**config.mk**
```make
export PLATFORM = sky130hd
export DESIGN_NAME = instruction_fetch_unit
export DESIGN_NICKNAME = d
export VERILOG_FILES = /design/src/rtl/instruction_fetch_unit.sv
export SDC_FILE = /design/constraint.sdc
export NUM_CORES = 1
export LEC_CHECK = 0
export CAP_MARGIN = 15
export CORE_AREA = 2 2 163 181
export DETAILED_ROUTE_END_ITERATION = 7
export DIE_AREA = 0 0 165 183
export GPL_ROUTABILITY_DRIVEN = 0
export HOLD_SLACK_MARGIN = 0.06
export PLACE_DENSITY = 0.73
export SLEW_MARGIN = 20
export SYNTH_ARGS = -nofsm -noshare
export SYNTH_HDL_FRONTEND = slang
export SYNTH_SLANG_ARGS = --single-unit
```
**constraint.sdc**
```tcl
create_clock -name clock -period 9.35 [get_ports clock]
set_input_delay 1.87 -clock clock [delete_from_list [all_inputs] [get_ports clock]]
set_output_delay 1.87 -clock clock [all_outputs]
set_load 0.01 [all_outputs]
```
**src/rtl/instruction_fetch_unit.sv**
```systemverilog
// Fetch stage: holds the fetch PC, issues word reads to instruction memory under a
// credit limit, buffers returned words with their PCs in a show-ahead FIFO and hands
// them to decode. A redirect flushes the FIFO and drains responses still in flight
// for the old path before fetching resumes.
module instruction_fetch_unit #(
    parameter logic [31:0] RESET_PC   = 32'h0000_0000,
    parameter int          FIFO_DEPTH = 4
) (
    input  logic        clock,
    input  logic        reset,
    output logic        out_Mem_req,
    output logic [31:0] out_Mem_addr,
    input  logic        in_Mem_ready,
    input  logic        in_Mem_rvalid,
    input  logic [31:0] in_Mem_rdata,
    input  logic        in_Redirect,
    input  logic [31:0] in_Redirect_pc,
    output logic [31:0] out_Instruction,
    output logic [31:0] out_Instr_pc,
    output logic        out_Instr_valid,
    input  logic        in_Instr_ready
);

    localparam int PTR_W = $clog2(FIFO_DEPTH);
    localparam int CNT_W = PTR_W + 1;
    localparam int EXT_W = CNT_W + 1;
    localparam logic [EXT_W-1:0] DEPTH_EXT = EXT_W'(FIFO_DEPTH);

    typedef enum logic {
        FETCH = 1'b0,
        DRAIN = 1'b1
    } state_t;

    state_t           state_q, state_d;
    logic [31:0]      fetch_pc_q;
    logic [31:0]      resp_pc_q;
    logic [CNT_W-1:0] count_q;
    logic [CNT_W-1:0] outstanding_q;
    logic [CNT_W-1:0] stale_q, stale_d;
    logic [PTR_W-1:0] rd_ptr_q, wr_ptr_q;
    logic [31:0]      fifo_instr [FIFO_DEPTH];
    logic [31:0]      fifo_pc    [FIFO_DEPTH];

    logic        fifo_nonempty;
    logic        resp_acc;
    logic        credit_ok;
    logic        issue;
    logic        push;
    logic        pop;
    logic [31:0] redirect_pc;

    assign redirect_pc   = {in_Redirect_pc[31:2], 2'b00};
    assign fifo_nonempty = (count_q != '0);
    // A response with nothing outstanding is a protocol error and is dropped.
    assign resp_acc      = in_Mem_rvalid && (outstanding_q != '0);
    // Buffered plus in-flight words never exceed the FIFO, so a push always has room.
    assign credit_ok     = ({1'b0, count_q} + {1'b0, outstanding_q}) < DEPTH_EXT;
    assign issue         = out_Mem_req && in_Mem_ready;
    // Responses landing in a redirect cycle or while draining belong to the old path.
    assign push          = resp_acc && (state_q == FETCH) && !in_Redirect;
    assign pop           = out_Instr_valid && in_Instr_ready;

    assign out_Mem_addr    = fetch_pc_q;
    assign out_Instr_valid = fifo_nonempty && !in_Redirect;
    assign out_Instruction = fifo_nonempty ? fifo_instr[rd_ptr_q] : '0;
    assign out_Instr_pc    = fifo_nonempty ? fifo_pc[rd_ptr_q]    : '0;

    // Next-state, stale-count and request logic; redirect overrides everything.
    always_comb begin
        state_d     = state_q;
        stale_d     = stale_q;
        out_Mem_req = 1'b0;
        if (in_Redirect) begin
            // The response arriving alongside the redirect is already accounted for.
            stale_d = outstanding_q - CNT_W'(resp_acc);
            state_d = (stale_d == '0) ? FETCH : DRAIN;
        end else begin
            case (state_q)
                FETCH: out_Mem_req = !reset && credit_ok;
                DRAIN: begin
                    if (resp_acc) begin
                        stale_d = stale_q - CNT_W'(1);
                        if (stale_d == '0) begin
                            state_d = FETCH;
                        end
                    end
                end
                default: state_d = FETCH;
            endcase
        end
    end

    // Control state: FSM, PCs, credit counters and FIFO pointers.
    always_ff @(posedge clock) begin
        if (reset) begin
            state_q       <= FETCH;
            stale_q       <= '0;
            fetch_pc_q    <= RESET_PC;
            resp_pc_q     <= RESET_PC;
            count_q       <= '0;
            outstanding_q <= '0;
            rd_ptr_q      <= '0;
            wr_ptr_q      <= '0;
        end else begin
            state_q       <= state_d;
            stale_q       <= stale_d;
            outstanding_q <= outstanding_q + CNT_W'(issue) - CNT_W'(resp_acc);
            if (in_Redirect) begin
                fetch_pc_q <= redirect_pc;
                resp_pc_q  <= redirect_pc;
                count_q    <= '0;
                rd_ptr_q   <= '0;
                wr_ptr_q   <= '0;
            end else begin
                if (issue) begin
                    fetch_pc_q <= fetch_pc_q + 32'd4;
                end
                if (push) begin
                    resp_pc_q <= resp_pc_q + 32'd4;
                    wr_ptr_q  <= wr_ptr_q + PTR_W'(1);
                end
                if (pop) begin
                    rd_ptr_q <= rd_ptr_q + PTR_W'(1);
                end
                count_q <= count_q + CNT_W'(push) - CNT_W'(pop);
            end
        end
    end

    // FIFO storage; contents are only meaningful below count_q, so no reset.
    always_ff @(posedge clock) begin
        if (push) begin
            fifo_instr[wr_ptr_q] <= in_Mem_rdata;
            fifo_pc[wr_ptr_q]    <= resp_pc_q;
        end
    end

endmodule
```
==> key figures, run 1 <==
Drt
  • Routed WL: 29.99 mm
  • Initial drt markers: 614
  • Routed len/inst: 19.87 um
  • DR pass1 iterations: 5
  • Vias per cell: 5.836
  • DRC Markers: 0
  • Final ANT Viol Nets: 0
  • Routed vias: 8806

CTS
  • CTS tree: yes
  • Root buffer cell: clkbuf_16
  • CTS Hold Bufs: 0
  • Post-CTS sizing: 0
  • Post CTS Setup Buffer Count: 0
  • Inserted Clock Buffers: 35
  • Clock latency on the worst-skew pair: 500 ps
  • Clock-pin slew on the worst setup and hold paths: 50 ps
  • Clock Path Buffers: 3
  • H-tree lvl count: 2
  • Sink Count: 324

Floorplan
  • Die Area: 0.03020 mm2
  • Die Ht: 183 um
  • Die W: 165 um
  • FP Rows: 65
  • Initial Util: 49.31%
  • IO Pins: 168
  • CORE AREA: 0.02838 mm2

STA
  • Final Skew: 13.28 ps
  • Setup slack after layout: 3638 ps
  • # setup viols final: 0
  • Peak Freq: 175.1 MHz
  • Relative slew slack: 28.28%
  • Fin. max-slew vios: 0
  • Fin. Hold Viols: 0
  • Fin crit share: 61.09%
  • Least-Margin Pin Slew: 1066 ps
  • Final setup TNS: 0 ps
  • Hold slack final: 520.4 ps
  • Tmin final: 5712 ps
  • RSZ-0062 raised after global routing: false

Worst setup path
  • Worst reg-to-reg setup slack: 6390 ps
  • CP top delay family: buffers and inverters
  • Critical Path Fanout Max: 47
  • CP required: 7480 ps
  • CP Capture Type: primary output
  • Crit-path max cell delay: 540 ps
  • Crit path buf inv count: 3
  • Critical path's slowest cell: clkdlybuf4s50_1
  • Most used cell, CP: clkdlybuf4s50_1
  • Startpoint types: primary input
  • WP data arrival: 3840 ps
  • Class of the most critical setup path: in2out
  • Critical path cell sequence: clkdlybuf4s50_1 > buf_4 > a311oi_2 > and2_1 > clkdlybuf4s50_1

Finish
  • Layout cells sized above 1: 12.80%
  • Post-Layout Cell Count: 1509
  • Commonest non-fill, non-tap cell in the layout: edfxtp_1
  • Area Growth Syn to Fin: 22.01%
  • Design area: 0.01708 mm2
  • Nets: 1203
  • Antenna cells: 0
  • Post-layout util: 60.16%
  • Fillcell total: 2175
  • Most frequent cells in the layout: 248 x edfxtp_1, 160 x clkdlybuf4s50_1, 74 x dfxtp_1

Placement
  • Post-DP HPWL: 18.78 mm
  • PortBufs: 161
  • Cell Area, Placed: 0.01592 mm2
  • Place WS: 3681 ps
  • Cells after DPL: 1446

Global route
  • Number of global-route vias before repair: 8590
  • First-pass GRT wire length: 46.89 mm
  • Largest net degree at the start of global routing: 66
  • Initial antenna violation count: 1
  • Gr ovfl total: 0
  • Tot GR Track Use: 19.93%

Synth
  • Post-synthesis sequential area ratio: 64.08%
  • Post-synth EDFFs: 248
  • Most used DFF post-synth: edfxtp_1
  • #FFs+latches synth: 324
  • Synth Cell Area: 0.01400 mm2
  • Mapped Cells: 961
  • Async SR Flop Fraction: 0%
  • Warnings from Yosys: 0
  • Syn avg cell area: 14.56 um2
  • Yosys cell types: 66

Status
  • Status: finished clean

Job
  • MaxCap Viol Count: 0

Power
  • Leakage Power: 5.445 nW
  • PD cells: 201.6 mW/mm2
  • Worst IR Drop VDD: 136.0 uV
  • Total chip power: 3.443 mW

Worst hold path
  • Min-delay worst type: reg2reg
kinds of logic after synthesis:
logic type | count (synthesis) | share of synthesized area (%)
AO/OA/AOI/OAI | 141 | 7.429
adder cells (fa/ha/maj) | 18 | 1.716
XOR/XNOR | 22 | 1.377
flip-flops | 324 | 64.08
buffers and inverters | 94 | 2.771
multiplexers | 63 | 10.05
AND/OR/NAND/NOR | 298 | 12.55
other | 1 | 0.02679
where the power goes:
group          switching (mW)  total, mW  leakage, nW  internal, mW
registers              0.0642       1.69         2.89          1.63
clock network           0.538       1.38        0.568         0.841
logic                   0.189      0.374         1.99         0.185
state kept, by name (all words and copies together) (netlist names), named ones only:
signal	cells
outstanding_q	3
fifo_pc	120
fifo_instr	128
stale_q	3
wr_ptr_q	2
out_Mem_addr	30
rd_ptr_q	2
count_q	3
state_q	1
resp_pc_q	30
worst min-delay path, cell delays in order, from the launching register on:
cell	delay (ps)
dfxtp_1	320
xnor2_1	110
nor2_1	50
per-layer routing:
| metal | up-vias | track usage (%) | wire, um |
|---|---|---|---|
| li1 | 4070 | - | - |
| met2 | 281 | 33.35 | 14660 |
| met4 | 2 | 5.565 | 620 |
| met1 | 4402 | 26.97 | 12820 |
| met3 | 51 | 3.415 | 1868 |
| met5 | - | 0 | 13 |
final timing paths:
kind | startpoint | endpoint | cells past startpoint
max | reset | out_Mem_req | 5
min | rd_ptr_q[1] | register | 2
max reg2reg | state_q | fifo_pc[2][21] | 4
min reg2reg | rd_ptr_q[1] | register | 2
Yosys cell counts (all sizes together) (3+ instances only):
cell	instances	share of area, %
nand2	35	0.94
nor2b	69	3.1
a31oi	11	0.49
or2	6	0.27
o21ai	6	0.21
edfxtp	248	53
a21oi	24	0.86
inv	36	0.97
o21a	4	0.21
a211oi	13	0.70
o21bai	5	0.27
mux4	62	10
buf	17	0.71
and4	12	0.75
or3	5	0.22
or4	15	0.83
o31a	23	1.4
a21boi	11	0.59
xor2	5	0.31
xnor2	17	1.1
a22oi	3	0.16
nand3	23	0.82
dfxtp	76	11
nor3b	4	0.21
o311a	4	0.29
nor2	31	0.83
ha	16	1.4
nor4	21	1.0
and2	13	0.58
nand4	28	1.4
clkbuf	41	1.1
o31ai	9	0.48
and3	6	0.27
nor3	22	0.82
o211ai	8	0.43
final cells by class:
type,instances,area [um2],area share [%]
clock buffer,45,965.9,5.656
clock inverter,18,191.4,1.121
inverter,36,135.1,0.7913
multi-input combinational,546,4661,27.29
sequential,324,8974,52.55
tap,368,460.4,2.696
timing repair buffer,172,1689,9.892
Power figures use the tool's default switching activity.
==> run 2, diff against run 1 <==
PLACE_DENSITY = 0.76   (was 0.73)
clock period = 4.8 ns   (was 9.35 ns; I/O delays follow)
==> run 2 against run 1 <==
  * Design area is 0.13% higher
  * Cell count hardly changed
  * Sequential share of layout area is 0.069 points lower
  * Utilization is 0.079 points higher
  * Setup slack worse by 2600 ps
  * Via count hardly changed
  * Total power is 91% higher
  * Largest cell class unchanged
  * Highest routed layer unchanged
==> key figures, run 2 (synthesized netlist as in run 1, its figures left out) <==
Power
  • PD cells: 384.8 mW/mm2
  • Total chip power: 6.579 mW
  • Leakage Power: 5.442 nW
  • Worst IR Drop VDD: 236.6 uV

STA
  • Fin crit share: 79.38%
  • Final setup TNS: 0 ps
  • Least-Margin Pin Slew: 972.4 ps
  • Peak Freq: 262.5 MHz
  • RSZ-0062 raised after global routing: false
  • # setup viols final: 0
  • Fin. Hold Viols: 0
  • Final Skew: 12.72 ps
  • Relative slew slack: 34.58%
  • Tmin final: 3810 ps
  • Fin. max-slew vios: 0

Worst setup path
  • Startpoint types: register
  • Critical Path Fanout Max: 30
  • Class of the most critical setup path: reg2out
  • CP required: 3840 ps
  • WP data arrival: 2850 ps
  • Worst-case reg-to-reg path depth: 10
  • CP Capture Type: primary output

CTS
  • Root buffer cell: clkbuf_16
  • Clock-pin slew on the worst setup and hold paths: 60 ps
  • Post-CTS sizing: 0
  • CTS Hold Bufs: 0
  • Clock latency on the worst-skew pair: 500 ps
  • Sink Count: 324
  • Post CTS Setup Buffer Count: 0
  • Inserted Clock Buffers: 34
  • Clock Path Buffers: 3
  • CTS tree: yes
  • H-tree lvl count: 2

Worst hold path
  • Hold Path Depth: 2
  • Min-delay worst type: reg2reg

Finish
  • Fillcell total: 2123
  • Layout cells sized above 1: 13.31%
  • Multi-input gate area: 0.004661 mm2
  • Biggest regs: fifo_instr: 128 flops, fifo_pc: 120 flops
  • Max reg flops: 128
  • Most frequent cells in the layout: 248 x edfxtp_1, 160 x clkdlybuf4s50_1, 74 x dfxtp_1
  • Reg with most FFs: fifo_instr
  • Post-layout util: 60.24%
  • Commonest non-fill, non-tap cell in the layout: edfxtp_1
  • Nets: 1205
  • Area Growth Syn to Fin: 22.17%
  • Post-Layout Cell Count: 1510
  • Antenna cells: 0
  • Register area: 0.008974 mm2
  • Design area: 0.01710 mm2

Global route
  • Number of global-route vias before repair: 8754
  • Initial antenna violation count: 1
  • Largest net degree at the start of global routing: 66
  • Gr ovfl total: 0
  • Tot GR Track Use: 19.89%
  • First-pass GRT wire length: 46.78 mm

Floorplan
  • IO Pins: 168
  • FP Rows: 65
  • Initial Util: 49.31%
  • Die Ht: 183 um
  • Die Area: 0.03020 mm2
  • Die W: 165 um
  • CORE AREA: 0.02838 mm2

Placement
  • Cells after DPL: 1449
  • Post-DP HPWL: 18.98 mm
  • PortBufs: 161
  • Cell Area, Placed: 0.01599 mm2

Drt
  • Final ANT Viol Nets: 0
  • Initial drt markers: 669
  • DRC Markers: 0
  • Routed vias: 8809
  • Routed len/inst: 19.74 um
  • Routed WL: 29.80 mm
  • DR pass1 iterations: 5
  • Vias per cell: 5.834

Job
  • MaxCap Viol Count: 0

Status
  • Status: finished clean
run 2: changes by cell type in the layout (fill, tap and decap cells not counted), sizes merged:
cell,change
clkinvlp,+3
inv,+1
clkinv,-3
clkbuf,-1
bufinv,-2
buf,+3
run 2: layout make-up:
class	count	area share, %
flip-flops and latches	324	52.48
inverters	36	0.7903
clock inverters	17	0.9220
well taps	368	2.693
multi-input cells	546	27.26
repair buffers	175	10.30
clock buffers	44	5.554
run 2: layer usage:
metal	track usage, %	routed length, um	part of all wire (%)	vias up
met5	0	12	0.040	-
met4	4.974	619	2.1	2
met3	3.754	1948	6.5	53
met2	33.15	14370	48	324
met1	27.02	12850	43	4349
li1	-	-	-	4081
run 2: path summary, 6_finish.rpt:
check                                      start               end  slack [ps]
worst max-delay path                    register   out_Instr_pc[3]         990
worst min-delay path                 wr_ptr_q[1]       wr_ptr_q[1]         500
worst max register to register  outstanding_q[1]  outstanding_q[2]        1890
worst min register to register       wr_ptr_q[1]       wr_ptr_q[1]         500
run 2: worst max-delay path: stages (launching register included):
cell and delay (ps):
dfxtp_4 750, buf_4 360, mux4_2 520, nor2b_1 150
clkdlybuf4s50_1 540
run 2: through the flow:
stage	hold WS, ps	worst slack (ps)
floorplan	469.2	1215
CTS	499.6	897.0
global route	543.5	796.2
detailed placement	491.3	1121
finish	500.7	990.0
global placement	479.8	1134
run 2: where the power goes:
part | total [mW] | internal, mW | switching (mW)
logic | 0.736 | 0.366 | 0.370
clock network | 2.55 | 1.51 | 1.04
registers | 3.29 | 3.17 | 0.125
==> run 3, diff against run 2 <==
clock period = 3.5 ns   (was 4.8 ns; I/O delays follow)
==> run 3 against run 2 <==
  * Critical path depth unchanged
  * Global-route usage increased by 0.34 points
  * Combinational power increased by 43%
  * Die area unchanged
==> key figures, run 3 (synthesized netlist as in run 1, its figures left out) <==
Floorplan
  • IO Pins: 168
  • CORE AREA: 0.02838 mm2
  • FP Rows: 65
  • Die Area: 0.03020 mm2
  • Initial Util: 49.31%
  • Die W: 165 um
  • Die Ht: 183 um

CTS
  • Inserted Clock Buffers: 34
  • Clock-pin slew on the worst setup and hold paths: 60 ps
  • CTS Hold Bufs: 0
  • CTS tree: yes
  • H-tree lvl count: 2
  • Post-CTS sizing: 0
  • Root buffer cell: clkbuf_16
  • Clock Path Buffers: 3
  • Clock latency on the worst-skew pair: 510 ps
  • Sink Count: 324
  • Post CTS Setup Buffer Count: 0

Drt
  • Routed len/inst: 20.06 um
  • Initial drt markers: 858
  • Final ANT Viol Nets: 0
  • DRC Markers: 0
  • DR pass1 iterations: 5
  • Vias per cell: 5.838
  • Routed WL: 30.40 mm
  • Routed vias: 8845

Worst setup path
  • CP required: 2800 ps
  • CP Capture Type: primary output
  • Critical Path Fanout Max: 62
  • WP data arrival: 2560 ps
  • Class of the most critical setup path: reg2out
  • Startpoint types: register

Finish
  • Biggest regs: fifo_instr: 128 flops, fifo_pc: 120 flops
  • Area Growth Syn to Fin: 22.83%
  • Most frequent cells in the layout: 248 x edfxtp_1, 160 x clkdlybuf4s50_1, 74 x dfxtp_1
  • Multi-input gate area: 0.004667 mm2
  • Layout cells sized above 1: 13.51%
  • Nets: 1214
  • Commonest non-fill, non-tap cell in the layout: edfxtp_1
  • Max reg flops: 128
  • Reg with most FFs: fifo_instr
  • Register area: 0.008974 mm2
  • Antenna cells: 0
  • Fillcell total: 2160

STA
  • Final Skew: 20.79 ps
  • Least-Margin Pin Slew: 786.5 ps
  • Fin. Hold Viols: 0
  • Tmin final: 3258 ps
  • RSZ-0062 raised after global routing: false
  • Fin. max-slew vios: 0
  • Fin crit share: 93.09%
  • # setup viols final: 0
  • Final setup TNS: 0 ps
  • Peak Freq: 306.9 MHz
  • Setup slack after layout: 242.0 ps
  • Relative slew slack: 47.08%

Power
  • PD cells: 529.0 mW/mm2
  • Leakage Power: 5.493 nW
  • Worst IR Drop VDD: 440.1 uV

Global route
  • Initial antenna violation count: 0
  • Largest net degree at the start of global routing: 65
  • Tot GR Track Use: 20.24%
  • First-pass GRT wire length: 47.16 mm
  • Number of global-route vias before repair: 8670
  • Gr ovfl total: 0

Worst hold path
  • Min-delay worst type: reg2reg

Status
  • Status: finished clean

Placement
  • Post-DP HPWL: 19.05 mm
  • Place WS: 319.5 ps
  • PortBufs: 161

Job
  • MaxCap Viol Count: 0
-- run 3: final timing paths --
| path | start | end | slack (ps) | cells past startpoint |
|---|---|---|---|---|
| max reg2reg | outstanding_q[2] | outstanding_q[2] | 710 | 11 |
| min reg2reg | wr_ptr_q[1] | wr_ptr_q[1] | 500 | 2 |
| max | register | out_Instr_pc[5] | 240 | 4 |
| min | wr_ptr_q[1] | wr_ptr_q[1] | 500 | 2 |
-- run 3: metal layers --
metal | vias up | share of wire [%] | global-route usage, %
met5 | - | 0 | 0
met4 | 0 | 2.3 | 5.878
met3 | 54 | 6.6 | 2.962
met2 | 345 | 49 | 33.45
met1 | 4344 | 42 | 27.99
li1 | 4102 | - | -
-- run 3: worst max-delay path, stage by stage, from the launching register on --
cell	delay (ps)
dfxtp_4	350
buf_12	410
mux4_2	570
nor2b_1	150
clkdlybuf4s50_1	540
-- run 3: area by class of cell --
class                           instances  share of cell area [%]
Clock buffer                           41                   5.284
Clock inverter                         16                   1.048
Inverter                               36                  0.7860
Multi-Input combinational cell        546                   27.15
Sequential cell                       324                   52.20
Tap cell                              368                   2.678
Timing Repair Buffer                  184                   10.86
-- run 3: through the flow --
stage	hold WS [ps]	utilization [%]	total power, mW	cell area [um2]	std cells
floorplan	469.2	-	5.165	14010	964
global placement	479.7	56.71	5.601	16100	1458
detailed placement	497.0	56.71	5.640	16100	1458
CTS	505.1	60.55	9.168	17190	1515
global route	539.7	60.57	9.443	17190	1515
finish	501.1	60.57	9.095	17190	1515
-- run 3: power by group --
group	internal (mW)	switching [mW]
Sequential	4.34	0.173
Combinational	0.525	0.526
Clock	2.14	1.39
Total	7.00	2.09
